`config.mk`:
```
export PLATFORM = sky130hd
export DESIGN_NAME = cordic_angle_sequencer
export DESIGN_NICKNAME = d
export VERILOG_FILES = /design/src/rtl/cordic_pkg.sv /design/src/rtl/cordic_angle_rom.sv /design/src/rtl/cordic_angle_sequencer.sv
export SDC_FILE = /design/constraint.sdc
export NUM_CORES = 1
export LEC_CHECK = 0
export CAP_MARGIN = 20
export CORE_MARGIN = 3
export CORE_UTILIZATION = 57
export DETAILED_ROUTE_END_ITERATION = 7
export PLACE_DENSITY = 0.86
export SLEW_MARGIN = 25
export SYNTH_ARGS = -nofsm -noshare
export SYNTH_HDL_FRONTEND = slang
export SYNTH_SLANG_ARGS = --single-unit
```
`constraint.sdc`:
```
create_clock -name clk -period 10.2 [get_ports clk]
set_input_delay 2.04 -clock clk [delete_from_list [all_inputs] [get_ports clk]]
set_output_delay 2.04 -clock clk [all_outputs]
set_load 0.03 [all_outputs]
```
`src/rtl/cordic_pkg.sv`:
```
// Shared types and Q16-degree angle tables for the CORDIC angle sequencer.
// Table entries are round(angle_in_degrees * 2^16); entry 0 of the atanh table is unused.
package cordic_pkg;

    typedef enum logic {
        CIRC  = 1'b0,
        HYPER = 1'b1
    } mode_t;

    localparam int MAX_DEPTH = 32;
    localparam int ATAN_N    = 40;
    localparam int ATANH_N   = 41;

    localparam logic [5:0] HYP_REP_A = 6'd4;
    localparam logic [5:0] HYP_REP_B = 6'd13;
    localparam logic [5:0] HYP_REP_C = 6'd40;

    localparam logic [23:0] ATAN_Q16 [0:39] = '{
        24'd2949120, 24'd1740967, 24'd919879, 24'd466945, 24'd234379,
        24'd117304,  24'd58666,   24'd29335,  24'd14668,  24'd7334,
        24'd3667,    24'd1833,    24'd917,    24'd458,    24'd229,
        24'd115,     24'd57,      24'd29,     24'd14,     24'd7,
        24'd4,       24'd2,       24'd1,      24'd0,      24'd0,
        24'd0,       24'd0,       24'd0,      24'd0,      24'd0,
        24'd0,       24'd0,       24'd0,      24'd0,      24'd0,
        24'd0,       24'd0,       24'd0,      24'd0,      24'd0
    };

    localparam logic [23:0] ATANH_Q16 [0:40] = '{
        24'd0,       24'd2062610, 24'd959059, 24'd471835, 24'd234990,
        24'd117380,  24'd58676,   24'd29336,  24'd14668,  24'd7334,
        24'd3667,    24'd1833,    24'd917,    24'd458,    24'd229,
        24'd115,     24'd57,      24'd29,     24'd14,     24'd7,
        24'd4,       24'd2,       24'd1,      24'd0,      24'd0,
        24'd0,       24'd0,       24'd0,      24'd0,      24'd0,
        24'd0,       24'd0,       24'd0,      24'd0,      24'd0,
        24'd0,       24'd0,       24'd0,      24'd0,      24'd0,
        24'd0
    };

    function automatic logic is_hyp_repeat(input logic [5:0] s);
        return (s == HYP_REP_A) || (s == HYP_REP_B) || (s == HYP_REP_C);
    endfunction

endpackage

```
`src/rtl/cordic_angle_rom.sv`:
```
// Combinational elementary-angle lookup: (mode, shift) -> angle rounded to FRAC bits.
module cordic_angle_rom
    import cordic_pkg::*;
#(
    parameter int WIDTH = 32,
    parameter int FRAC  = 16
) (
    input  mode_t              mode,
    input  logic [5:0]         shift,
    output logic [WIDTH-1:0]   angle
);

    localparam int          SH   = 16 - FRAC;
    localparam logic [24:0] HALF = (25'd1 << SH) >> 1;

    logic [23:0] q16;
    logic [24:0] rounded;

    always_comb begin
        q16 = '0;
        if (mode == CIRC) begin
            if (shift < 6'(ATAN_N)) q16 = ATAN_Q16[shift];
        end else begin
            if (shift < 6'(ATANH_N)) q16 = ATANH_Q16[shift];
        end
        // round-half-up before dropping the unused fraction bits
        rounded = ({1'b0, q16} + HALF) >> SH;
    end

    assign angle = WIDTH'(rounded);

endmodule

```
`src/rtl/cordic_angle_sequencer.sv`:
```
// Streams DEPTH beats of {index, shift, elementary angle} per start request.
module cordic_angle_sequencer
    import cordic_pkg::*;
#(
    parameter int WIDTH = 32,
    parameter int FRAC  = 16,
    parameter int DEPTH = 16
) (
    input  logic             clk,
    input  logic             rst,
    input  logic             start_i,
    input  logic             mode_i,
    input  logic             ready_i,
    output logic             valid_o,
    output logic [4:0]       idx_o,
    output logic [5:0]       shift_o,
    output logic [WIDTH-1:0] angle_o,
    output logic             last_o,
    output logic             busy_o,
    output logic             done_o
);

    typedef enum logic {IDLE, RUN} state_t;

    localparam logic [4:0] LAST_IDX = 5'(DEPTH - 1);

    state_t           state;
    mode_t            mode_q;
    logic             rep_q;
    mode_t            rom_mode;
    logic [5:0]       rom_shift;
    logic             next_rep;
    logic [4:0]       next_idx;
    logic [WIDTH-1:0] rom_angle;

    // ROM address is the beat about to be loaded: first beat in IDLE, following beat in RUN
    always_comb begin
        rom_mode  = CIRC;
        rom_shift = '0;
        next_rep  = 1'b0;
        next_idx  = idx_o + 5'd1;
        if (state == IDLE) begin
            rom_mode  = mode_t'(mode_i);
            rom_shift = mode_i ? 6'd1 : 6'd0;
        end else begin
            rom_mode  = mode_q;
            rom_shift = shift_o + 6'd1;
            if (mode_q == HYPER && is_hyp_repeat(shift_o) && !rep_q) begin
                rom_shift = shift_o;
                next_rep  = 1'b1;
            end
        end
    end

    cordic_angle_rom #(
        .WIDTH (WIDTH),
        .FRAC  (FRAC)
    ) u_rom (
        .mode  (rom_mode),
        .shift (rom_shift),
        .angle (rom_angle)
    );

    always_ff @(posedge clk) begin
        if (rst) begin
            state   <= IDLE;
            mode_q  <= CIRC;
            rep_q   <= 1'b0;
            valid_o <= 1'b0;
            last_o  <= 1'b0;
            busy_o  <= 1'b0;
            done_o  <= 1'b0;
            idx_o   <= '0;
            shift_o <= '0;
            angle_o <= '0;
        end else begin
            done_o <= 1'b0;
            case (state)
                IDLE: begin
                    if (start_i) begin
                        state   <= RUN;
                        mode_q  <= mode_t'(mode_i);
                        rep_q   <= 1'b0;
                        valid_o <= 1'b1;
                        busy_o  <= 1'b1;
                        idx_o   <= '0;
                        shift_o <= rom_shift;
                        angle_o <= rom_angle;
                        last_o  <= (LAST_IDX == 5'd0);
                    end
                end
                RUN: begin
                    if (ready_i) begin
                        if (last_o) begin
                            state   <= IDLE;
                            valid_o <= 1'b0;
                            busy_o  <= 1'b0;
                            last_o  <= 1'b0;
                            done_o  <= 1'b1;
                        end else begin
                            idx_o   <= next_idx;
                            shift_o <= rom_shift;
                            angle_o <= rom_angle;
                            rep_q   <= next_rep;
                            last_o  <= (next_idx == LAST_IDX);
                        end
                    end
                end
                default: state <= IDLE;
            endcase
        end
    end

endmodule

```
* Word-level counts from Yosys, hierarchy flattened *
Memories as Yosys holds them, arrays and structs flattened.
Index checks and enable logic that the tools add are counted.
W data, S select, Z words.

cells by class
  bitwise gates (word level) = 3
  reduce and logical (&&, ||, !) cells = 10
  $lt $le $gt $ge = 3
  multiplexer cells = 40
  eq/ne operators = 8
  $add $sub $neg = 2

operator list
  operator               count
  $mux W24               7
  $mux W32               3
  $pmux W32 S2           1
  $mux W6                5
  $mux W1                15
  $mux W5                3
  $lt A6 B6 Y1 const B   2
  $pmux W6 S2            1
  $pmux W5 S2            1
  $ne A2 B2 Y1 const B   4
  $pmux W1 S2            4
  $ge A7 B7 Y1 const B   1
  $not A6 Y7             1
  $add A6 B1 Y6 const B  1
  $eq A6 B3 Y1 const B   1
  $eq A6 B4 Y1 const B   1
  $eq A6 B6 Y1 const B   1
  $reduce_and A3 Y1      2
  $add A5 B1 Y5 const B  1
  $eq A5 B4 Y1 const B   1
  $reduce_and A2 Y1      2
  $reduce_or A3 Y1       1
  $logic_and A1 B1 Y1    2
  $logic_or A1 B1 Y1     2
  2 further kinds        3

storage, ports and cells
  memory bits (read-only) = 3,072
  memories kept = 2
  output and inout port bits = 47
  register bits = 49

memory list
  memory            depth  bits a word  rd ports  clocked after memory_dff  wr ports  line                    source
  (name not given)  64     24           1         0                         0         cordic_angle_rom.sv:22  if (shift < 6'(ATAN_N)) q16 = ATAN_Q16[shift];
  (name not given)  64     24           1         0                         0         cordic_angle_rom.sv:24  if (shift < 6'(ATANH_N)) q16 = ATANH_Q16[shift];

* Depth between registers and ports, before layout *
Gate-level depths: netlist of the first run.

  word-level depth = 16
  mapped depth = 14

* By module *
A second synthesis of the first run with hierarchy kept.

unflattened totals
  cell total of the unflattened synthesis = 429
  area, all modules = 3,175.5 um^2

modules (own cells, without submodules)
  module                  instances  cells each  area each (um^2)
  cordic_angle_sequencer  1          268         2,118.3
  cordic_angle_rom        1          161         1,057.3

* Worst setup path after synthesis of the first run *
Ideal clock, no wire load.

  kind = input to register
  start = in mode_i
  end = reg angle_o[2]
  path buffers = 1
  data arrival time = 3.619 ns
  path slack = 6.464 ns
  setup time = 0.117 ns
  stages on the path = 10
  cell sequence = nand2b_1 -> and2_1 -> clkbuf_1 -> inv_2 -> ha_1 -> nor2_1 -> a21oi_1 -> a221oi_1 -> nor2_1 -> a32o_1

on the way
  word-level cells in the longest chain between the ends = 11
  elaborated cells between the ends (all ways) = 19
  classes of those cells = 2 x order compare; 14 x mux; 1 x bitwise; 2 x memory

ends and longest elaborated chain
  item                                             line                                            source
  from (decl)                                      cordic_angle_sequencer.sv:12                    input logic mode_i,
  $mux W1 (*)                                      cordic_angle_sequencer.sv:44                    rom_shift = mode_i ? 6'd1 : 6'd0;
  $mux W6 (*)                                      cordic_angle_sequencer.sv:42                    if (state == IDLE) begin
  net rom_shift[0]                                 cordic_angle_sequencer.sv:31                    logic [5:0] rom_shift;
  $not A6 Y7 (implied by the code)                 cordic_angle_rom.sv:22, cordic_angle_rom.sv:24
  $mem_v2 Z64 W24, on equally long branches        n/a
  $mux W24, on equally long branches (3 in a row)  cordic_angle_rom.sv:22, cordic_angle_rom.sv:24
  $mux W24 (*)                                     cordic_angle_rom.sv:21                          if (mode == CIRC) begin
  $mux W32                                         cordic_angle_sequencer.sv:94                    if (last_o) begin
  $mux W32                                         cordic_angle_sequencer.sv:93                    if (ready_i) begin
  $pmux W32 S2 (*)                                 cordic_angle_sequencer.sv:78                    case (state)
  to (signal assigned)                             cordic_angle_sequencer.sv:88                    angle_o <= rom_angle;
  to (signal assigned)                             cordic_angle_sequencer.sv:103                   angle_o <= rom_angle;
  to (decl)                                        cordic_angle_sequencer.sv:17                    output logic [WIDTH-1:0] angle_o,

The timed path passes the listed nets; every way through them passes the cells marked *. The select of a mux whose other input is x is not followed.
A chain may end at the register's enable or synchronous reset.

* Worst setup path in the final report of the first run *
  start = in ready_i
  end = reg angle_o[1]

on the way
  word-level cells in the longest chain between the ends = 2

ends and longest elaborated chain
  item                                line                          source
  from (decl)                         cordic_angle_sequencer.sv:13  input logic ready_i,
  $ne A2 B2 Y1 (no source line)       n/a
  $reduce_and A3 Y1 (no source line)  n/a

No other way between the ends.

==> flow_metrics.py, run 1 <==
metrics = {
    "run_status": {
        "status": "complete, no violations",
    },
    "clock_network": {
        "cts_hold_buf": 0,
        "htree_levels": 2,
        "cts_tree": "yes",
        "ctsResizeCount": 0,
        "cts_buffers": 5,
        "clk_pin_slew_ps": 90,
        "cts.sinks": 39,
        "clock_latency_ps": 300,
        "clock_path_buffers": 2,
        "root_buffer": "clkbuf_8",
        "postCtsSetupRepairBufs": 0,
    },
    "power_and_ir_drop": {
        "irDropWorstVdd_v": 0.0000760,
        "p_int_mw": 0.305,
        "p_seq_frac": 0.369,
        "clkPwrFrac": 0.346,
        "swShare": 0.336,
        "p_comb_frac": 0.285,
        "power_density_mw_per_mm2": 140,
        "leakage_nw": 1.21,
        "p_switching_mw": 0.154,
    },
    "finish": {
        "fin_nets": 401,
        "n_antenna_cell": 0,
        "layout_commonest_cell": "nor2_1",
        "final_cell_mix": "nor2_1, clkdlybuf4s50_1, dfxtp_1, nand2_1, a21oi_1",
        "stdcell_area_mm2": 0.00327,
        "area_growth_syn_to_layout_pct": 17.2,
        "n_fill_cell": 378,
        "finalNonFillerCells": 447,
        "final_util": 0.722,
        "drive_gt1_frac": 0.0733,
    },
    "floorplanning": {
        "fp.coreArea_mm2": 0.00453,
        "dieHeight_um": 76.0,
        "dieArea_mm2": 0.00578,
        "pin_count": 52,
        "die_x_um": 76.0,
        "start_util": 0.616,
        "num_rows": 24,
    },
    "sta": {
        "hold_violations": 0,
        "rsz0062_at_grt": "false",
        "slew_violations": 0,
        "worstMarginPinSlew_ps": 804,
        "fin_skew_ps": 5.50,
        "min_period_ps": 4130,
        "relSlewSlack": 0.463,
        "finalCritPeriodShare": 0.404,
        "hold_slack_ps": 450,
        "setup-violations-final": 0,
        "fin_tns_setup_ps": 0,
        "max_freq_mhz": 242,
    },
    "setup_path": {
        "setup.worst_path.class": "in -> reg",
        "r2r_cells": 13,
        "crit_top_cell": "nor2_1",
        "crit_fanout": 7,
        "startpoint": "ready_i",
        "crit_family": "simple AND/OR/NAND/NOR gates",
        "required_ps": 10430,
        "critical-path-slowest-cell": "clkdlybuf4s50_1",
        "critPathLaunchType": "input pin",
        "cp-end-kind": "register",
        "critPathMaxStageDelay_ps": 490,
        "cp.depth": 8,
        "worstReg2RegEnd": "angle_o[2]",
        "rr_startpoint": "shift_o[0]",
        "worstPathCellList": "clkdlybuf4s50_1 > nand2_1 > nor2_1 > nor2_1 > a21o_1 > nor2_1 > a32oi_1 > a31oi_1",
        "r2r_setup_slack_ps": 6210,
        "path_buf_inv": 1,
        "worst_ep_arrival_time_ps": 4350,
    },
    "global_route": {
        "grt_usage": 0.272,
        "grt_pass1_wl_um": 13000,
        "grt_start_max_net_pins": 35,
        "grt.overflow.total": 0,
        "antenna_found_initial": 0,
        "grt_pass1_vias": 2690,
    },
    "routing": {
        "met2_length_um": 3500,
        "wl_met3_um": 771,
        "top_layer_used": "met4",
        "drt_iter0_markers": 544,
        "wirelength_um": 7800,
        "drcViolationCount": 0,
        "wl_per_cell_um": 17.4,
        "via_count": 2858,
        "postRouteAntennaNets": 0,
        "routedLengthMet1_um": 3350,
        "first_pass_iters": 5,
        "viasPerCell": 6.39,
    },
    "placed_design": {
        "place_inst": 439,
        "dp_hpwl_um": 5330,
        "io_buffers": 41,
        "place_area_mm2": 0.00314,
        "gp_congestion": 0.916,
    },
    "worst_hold_path": {
        "min_path_type": "reg -> reg",
        "min_to": "angle_o[8]",
        "min_path_cells": 2,
        "hold_path.startpoint": "angle_o[8]",
    },
    "yosys": {
        "async_flop_share": 0,
        "syn_area_mm2": 0.00279,
        "synth-seq-area-share": 0.279,
        "yosysUniqueCellTypes": 65,
        "ys_warn_count": 0,
        "ys_ff_latch": 39,
        "avgSynthCellArea_um2": 7.83,
        "synth_ff_type": "dfxtp_1",
        "synth_edf_count": 0,
        "synthCells": 357,
    },
    "flow_run": {
        "max_cap_viol_count": 0,
    },
}
-- state kept, by name, indices dropped and copies added (netlist names) --
register	count
shift_o	6
angle_o	22
last_o	1
busy_o	1
mode_q	1
rep_q	1
idx_o	5
state	1
done_o	1
-- worst register-to-register path, cell delays in order, from the launching register on --
cell	delay, ps
dfxtp_1	530
inv_1	130
ha_1	270
mux2i_2	450
nor4_1	120
nor4b_1	630
and2_1	510
inv_2	170
ha_1	260
nor2_1	150
a21oi_1	70
a221oi_1	290
nor2_1	70
a32o_1	250
-- power by group through the flow --
stage | registers [mW] | logic [mW] | clock network (mW)
2_1_floorplan | 0.187 | 0.0760 | 0
3_3_place_gp | 0.173 | 0.126 | 0
3_5_place_dp | 0.173 | 0.127 | 0
4_1_cts | 0.169 | 0.128 | 0.160
5_1_grt | 0.171 | 0.140 | 0.166
6_report | 0.170 | 0.131 | 0.159
-- synth_stat cells, types with 4 or more instances --
master    number  area [um2]
inv_1          5        18.8
nand2_1       37         139
clkbuf_1      17        63.8
ha_1          15         188
a22oi_1        9        67.6
and2_1         4        25.0
dfxtp_1       39         781
o21ai_0        9        45.0
a21oi_1       34         170
buf_4         13        97.6
xnor2_1        4        35.0
a211oi_1       7        52.6
nand3_1       10        50.1
a22o_1         4        35.0
o21ai_1        7        35.0
nand2b_1       4        25.0
mux2i_1        4        40.0
nor2_1        45         169
nor3_1         8        40.0
nor2b_1        4        25.0
-- final cells by class --
| cell class | count | area [um2] | share of cell area |
|---|---|---|---|
| Tap cell | 65 | 81.3 | 0.0248 |
| Multi-Input combinational cell | 284 | 1820 | 0.555 |
| Timing Repair Buffer | 44 | 433 | 0.132 |
| Clock buffer | 5 | 68.8 | 0.0210 |
| Sequential cell | 39 | 781 | 0.238 |
| Inverter | 7 | 26.3 | 0.00802 |
| Clock inverter | 3 | 67.6 | 0.0206 |
-- cells by family (layout without fill, tap and decap cells) --
logic type	after synthesis	after routing	share of synthesized area
other cells	1	10	0.00134
fa+ha+maj	15	15	0.0672
flops	39	39	0.279
simple gates	133	133	0.227
compound gates	111	111	0.288
mux	8	8	0.0313
xor+xnor	7	7	0.0219
buf+inv	43	59	0.0846
-- worst max path at each step --
stage                       to  slack, ps
global placement    angle_o[1]       5840
floorplan           angle_o[2]       6460
detailed placement  angle_o[1]       5820
CTS                 angle_o[1]       6110
global route        angle_o[8]       5790
finish              angle_o[1]       6070
-- metrics by stage --
stage                     setup slack [ps]  power [mW]
after global placement                5840       0.299
after CTS                             6110       0.457
after floorplan                       6460       0.263
after global routing                  5790       0.477
after detailed placement              5820       0.300
final                                 6070       0.460
-- per-layer routing --
layer  global-route usage  vias up
met3               0.0556       27
li1                     -     1334
met5                    0        -
met2                0.410      172
met1                0.376     1325
met4                0.120        0
(Power assumes the default switching activity.)
==> run 2, diff against run 1 <==
--- a/config.mk
+++ b/config.mk
@@ -7,9 +7,9 @@
 export LEC_CHECK = 0
 export CAP_MARGIN = 20
 export CORE_MARGIN = 3
-export CORE_UTILIZATION = 57
+export CORE_UTILIZATION = 48
 export DETAILED_ROUTE_END_ITERATION = 7
-export PLACE_DENSITY = 0.86
+export PLACE_DENSITY = 0.77
 export SLEW_MARGIN = 25
 export SYNTH_ARGS = -nofsm -noshare
 export SYNTH_HDL_FRONTEND = slang
==> constraint.sdc (replaced) <==
create_clock -name clk -period 3.3 [get_ports clk]
set_input_delay 0.66 -clock clk [delete_from_list [all_inputs] [get_ports clk]]
set_output_delay 0.66 -clock clk [all_outputs]
set_load 0.03 [all_outputs]
==> run 2 against run 1 <==
  * Total power increased to 2.8 times the previous value
  * Flip-flop and latch count unchanged
  * Hold slack improved by 1.5 ps
  * Clock skew increased by 3.2 ps
  * Combinational power increased to 3.3 times the previous value
  * Sequential power increased to 3.1 times the previous value
  * Critical endpoint is now angle_o[18]
==> flow_metrics.py, run 2 (synthesized netlist as in run 1, its figures left out) <==
metrics = {
    "sta": {
        "setup-violations-final": 0,
        "fin_skew_ps": 8.72,
        "slew_violations": 0,
        "finalCritPeriodShare": 0.915,
        "worst_slack_ps": 280,
        "min_period_ps": 3020,
        "fin_tns_setup_ps": 0,
        "max_freq_mhz": 331,
        "worstMarginPinSlew_ps": 829,
        "relSlewSlack": 0.443,
        "hold_violations": 0,
        "rsz0062_at_grt": "false",
    },
    "clock_network": {
        "clock_path_buffers": 2,
        "cts_tree": "yes",
        "cts_buffers": 5,
        "cts_hold_buf": 0,
        "root_buffer": "clkbuf_8",
        "cts.sinks": 39,
        "clk_pin_slew_ps": 70,
        "postCtsSetupRepairBufs": 0,
        "htree_levels": 2,
        "clock_latency_ps": 300,
    },
    "floorplanning": {
        "dieHeight_um": 82.3,
        "dieArea_mm2": 0.00677,
        "die_x_um": 82.3,
        "pin_count": 52,
        "start_util": 0.501,
        "num_rows": 27,
        "fp.coreArea_mm2": 0.00557,
    },
    "global_route": {
        "grt_usage": 0.258,
        "grt_pass1_vias": 2649,
        "antenna_found_initial": 0,
        "grt_pass1_wl_um": 13500,
        "grt_start_max_net_pins": 24,
        "grt.overflow.total": 0,
    },
    "setup_path": {
        "worstReg2RegEnd": "angle_o[18]",
        "rr_startpoint": "mode_q",
        "crit_top_cell": "buf_4",
        "crit_fanout": 10,
        "r2r_cells": 10,
        "cp-end-kind": "register",
        "crit_path_end": "angle_o[18]",
        "critical-path-slowest-cell": "or3b_1",
        "critPathLaunchType": "register",
        "worst_ep_arrival_time_ps": 3220,
        "required_ps": 3500,
        "critPathMaxStageDelay_ps": 560,
        "worstPathCellList": "or3b_1 > nor4_1 > nor4b_2 > and2_2 > buf_4 > ha_1 > buf_4 > a2111oi_0 > a21oi_1 > o41ai_2",
        "r2r_setup_slack_ps": 280,
        "startpoint": "mode_q",
        "setup.worst_path.class": "reg -> reg",
    },
    "routing": {
        "wirelength_um": 8150,
        "drcViolationCount": 0,
        "wl_per_cell_um": 17.2,
        "via_count": 2896,
        "first_pass_iters": 5,
        "viasPerCell": 6.11,
        "postRouteAntennaNets": 0,
        "drt_iter0_markers": 284,
    },
    "finish": {
        "finalNonFillerCells": 474,
        "top_regs": "angle_o x22, shift_o x6, idx_o x5",
        "n_antenna_cell": 0,
        "largest_register_ffs": 22,
        "fin_nets": 421,
        "final_util": 0.612,
        "largest-register": "angle_o",
        "area_growth_syn_to_layout_pct": 22.2,
        "drive_gt1_frac": 0.132,
        "final_cell_mix": "nor2_1, clkdlybuf4s50_1, nand2_1, dfxtp_1, a21oi_1",
        "layout_commonest_cell": "nor2_1",
    },
    "worst_hold_path": {
        "hold_path.startpoint": "angle_o[8]",
        "min_path_type": "reg -> reg",
        "min_path_cells": 2,
    },
    "placed_design": {
        "gp_congestion": 0.945,
        "dp_slack_ps": 128,
        "dp_hpwl_um": 5990,
        "place_inst": 466,
        "io_buffers": 41,
    },
    "power_and_ir_drop": {
        "power_density_mw_per_mm2": 383,
        "irDropWorstVdd_v": 0.000260,
        "leakage_nw": 1.30,
    },
    "flow_run": {
        "max_cap_viol_count": 0,
    },
    "run_status": {
        "status": "complete, no violations",
    },
}
==> run 2: cell count changes in the layout (fill, tap and decap cells not counted), moves of 2 or more <==
cell	change
ha_2	+2
dfxtp_1	-2
clkbuf_8	+2
bufinv_16	-2
buf_4	+20
dfxtp_2	+2
ha_1	-2
==> run 2: worst min-delay path by stage <==
stage                             to  slack (ps)
after global routing      angle_o[4]         490
after detailed placement  angle_o[4]         440
final                     angle_o[8]         450
after floorplan               mode_q         450
after global placement    angle_o[8]         440
after CTS                 angle_o[8]         460
==> run 2: through the flow <==
stage	power (mW)	cell area, um2	hold WS, ps
floorplan	0.814	2830	452
global placement	0.944	3300	443
detailed placement	0.948	3300	444
CTS	1.30	3400	458
global route	1.38	3410	487
finish	1.31	3410	451
==> run 2: timing repair <==
action | CTS | global route
setup endpoints to repair | 0 | 7
gates resized for setup | 0 | 5
endpoints found under the hold margin | 0 | 0
==> run 2: worst max-delay path, delay by kind of cell (launching register included) <==
| family | cells | cell delay [ps] |
|---|---|---|
| compound gates | 3 | 620 |
| fa+ha+maj | 1 | 240 |
| buf+inv | 2 | 350 |
| flops | 1 | 360 |
| simple gates | 4 | 1350 |
==> run 2: power breakdown <==
group	internal (mW)	total [mW]	switching, mW
Combinational	0.162	0.428	0.266
Sequential	0.499	0.520	0.0213
Clock	0.191	0.361	0.170
Total	0.852	1.31	0.457
==> run 2: final cells by class <==
| class | count | area (um2) |
|---|---|---|
| fillers | 523 | 2160 |
| inverters | 7 | 26.3 |
| flip-flops and latches | 39 | 783 |
| well taps | 72 | 90.1 |
| clock buffers | 8 | 100 |
| repair buffers | 64 | 583 |
| multi-input cells | 284 | 1830 |
==> run 2: per-layer routing <==
layer,track usage,wire length (um),vias to the layer above,share of wire
met5,0,0,-,0
met4,0.0963,196,0,0.024
met3,0.0727,708,20,0.087
met2,0.403,3670,153,0.45
met1,0.338,3580,1348,0.44
li1,-,-,1375,-
==> run 3, diff against run 2 <==
--- a/config.mk
+++ b/config.mk
@@ -6,6 +6,7 @@
 export NUM_CORES = 1
 export LEC_CHECK = 0
 export CAP_MARGIN = 20
+export CORE_ASPECT_RATIO = 0.6
 export CORE_MARGIN = 3
 export CORE_UTILIZATION = 48
 export DETAILED_ROUTE_END_ITERATION = 7
==> run 3 against run 2 <==
  * Die area up 0.44%
  * Largest power group unchanged
  * Final cell count up 1.3%
  * Critical path depth up 3
  * Critical path type unchanged
  * Critical endpoint is now angle_o[7]
==> flow_metrics.py, run 3 (synthesized netlist as in run 1, its figures left out) <==
metrics = {
    "sta": {
        "hold_violations": 0,
        "finalCritPeriodShare": 0.934,
        "slew_violations": 0,
        "fin_tns_setup_ps": 0,
        "fin_skew_ps": 3.58,
        "worstMarginPinSlew_ps": 600,
        "min_period_ps": 3080,
        "max_freq_mhz": 324,
        "setup-violations-final": 0,
        "hold_slack_ps": 457,
        "rsz0062_at_grt": "false",
        "relSlewSlack": 0.600,
    },
    "setup_path": {
        "worst_ep_arrival_time_ps": 3260,
        "crit_path_end": "angle_o[7]",
        "r2r_setup_slack_ps": 220,
        "worstReg2RegEnd": "angle_o[7]",
        "crit_fanout": 9,
        "setup.worst_path.class": "reg -> reg",
        "required_ps": 3470,
        "r2r_cells": 13,
        "startpoint": "shift_o[0]",
        "critPathLaunchType": "register",
        "rr_startpoint": "shift_o[0]",
        "cp-end-kind": "register",
    },
    "power_and_ir_drop": {
        "p_seq_frac": 0.372,
        "leakage_nw": 1.31,
        "p_comb_frac": 0.317,
        "swShare": 0.351,
        "p_int_mw": 0.913,
        "irDropWorstVdd_v": 0.000295,
        "power_density_mw_per_mm2": 408,
        "clkPwrFrac": 0.312,
        "p_switching_mw": 0.494,
        "total_power_mw": 1.41,
    },
    "worst_hold_path": {
        "min_path_type": "reg -> reg",
    },
    "finish": {
        "final_cell_mix": "nor2_1, clkdlybuf4s50_1, nand2_1, dfxtp_1, a21oi_1",
        "n_antenna_cell": 0,
        "largest_register_ffs": 22,
        "fin_nets": 422,
        "final_util": 0.647,
        "top_regs": "angle_o x22, shift_o x6, idx_o x5",
        "n_fill_cell": 490,
        "layout_commonest_cell": "nor2_1",
        "drive_gt1_frac": 0.129,
        "stdcell_area_mm2": 0.00345,
        "register_area_um2": 783,
        "multi_input_area_mm2": 0.00183,
        "largest-register": "angle_o",
        "area_growth_syn_to_layout_pct": 23.5,
    },
    "routing": {
        "drcViolationCount": 0,
        "postRouteAntennaNets": 0,
        "wl_per_cell_um": 19.2,
        "viasPerCell": 6.25,
        "first_pass_iters": 5,
        "via_count": 3002,
        "drt_iter0_markers": 337,
        "wirelength_um": 9210,
    },
    "global_route": {
        "grtUsageMet1": 0.391,
        "grt_usage": 0.275,
        "grt.met3_usage": 0.101,
        "busiest_layer": "met1",
        "grt_pass1_wl_um": 14900,
        "grtUsageMet2": 0.381,
        "grt.overflow.total": 0,
        "antenna_found_initial": 0,
        "grt_start_max_net_pins": 30,
        "grt_pass1_vias": 2766,
    },
    "floorplanning": {
        "die_x_um": 104,
        "start_util": 0.524,
        "fp.coreArea_mm2": 0.00533,
        "num_rows": 20,
        "dieArea_mm2": 0.00680,
        "dieHeight_um": 65.1,
        "pin_count": 52,
    },
    "clock_network": {
        "cts_hold_buf": 0,
        "cts_tree": "yes",
        "cts_buffers": 5,
        "root_buffer": "clkbuf_8",
        "clk_pin_slew_ps": 80,
        "clock_path_buffers": 2,
        "postCtsSetupRepairBufs": 0,
        "cts.sinks": 39,
        "htree_levels": 2,
        "clock_latency_ps": 300,
    },
    "placed_design": {
        "dp_hpwl_um": 6710,
        "io_buffers": 41,
        "place_area_mm2": 0.00331,
        "gp_congestion": 0.987,
    },
    "run_status": {
        "status": "complete, no violations",
    },
    "flow_run": {
        "max_cap_viol_count": 0,
    },
}
-- run 3: metal layers --
metal / vias to the layer above / wire (um)
li1: 1376 / -
met1: 1389 / 4230
met2: 210 / 3630
met3: 27 / 1150
met4: 0 / 198
met5: - / 0
-- run 3: area by class of cell --
| type | count | area share |
|---|---|---|
| clock buffer | 6 | 0.0239 |
| clock inverter | 2 | 0.0112 |
| inverter | 7 | 0.00762 |
| multi-input combinational | 284 | 0.531 |
| sequential | 39 | 0.227 |
| tap | 77 | 0.0279 |
| timing repair buffer | 65 | 0.171 |
-- run 3: timing repair --
| item | CTS | global route |
|---|---|---|
| gates resized for setup | 0 | 2 |
| endpoints found under the setup margin | 0 | 14 |
| hold endpoints to repair | 0 | 0 |
-- run 3: critical path, cell delays in order, from the launching register on --
cell and delay (ps):
dfxtp_2 370, inv_1 110, ha_1 260, nand4b_1 180, buf_4 200, nor3_1 210
nor4b_2 80, and2_1 220, buf_4 170, ha_1 460, mux2i_1 150, a221o_1 320
a22oi_1 170, a311oi_1 70
-- run 3: per-stage QoR --
| step | cells | setup slack [ps] |
|---|---|---|
| floorplan | 366 | 17.4 |
| detailed placement | 472 | 153 |
| global route | 480 | 46.7 |
| global placement | 472 | 298 |
| CTS | 480 | 127 |
| finish | 480 | 218 |
-- run 3: how the worst min path moves through the flow --
stage / startpoint / end / slack, ps / cells after the start
global placement: angle_o[8] / angle_o[8] / 440 / 2
finish: angle_o[8] / angle_o[8] / 460 / 2
floorplan: mode_q / mode_q / 450 / 2
CTS: angle_o[8] / angle_o[8] / 460 / 2
detailed placement: angle_o[21] / angle_o[21] / 450 / 2
global route: angle_o[15] / angle_o[15] / 500 / 2
-- run 3: power by group through the flow --
| stage | Sequential [mW] | Clock, mW | Combinational [mW] |
|---|---|---|---|
| 3_5_place_dp | 0.532 | 0 | 0.428 |
| 5_1_grt | 0.527 | 0.470 | 0.475 |
| 2_1_floorplan | 0.579 | 0 | 0.235 |
| 6_report | 0.523 | 0.438 | 0.445 |
| 4_1_cts | 0.522 | 0.442 | 0.431 |
| 3_3_place_gp | 0.532 | 0 | 0.425 |
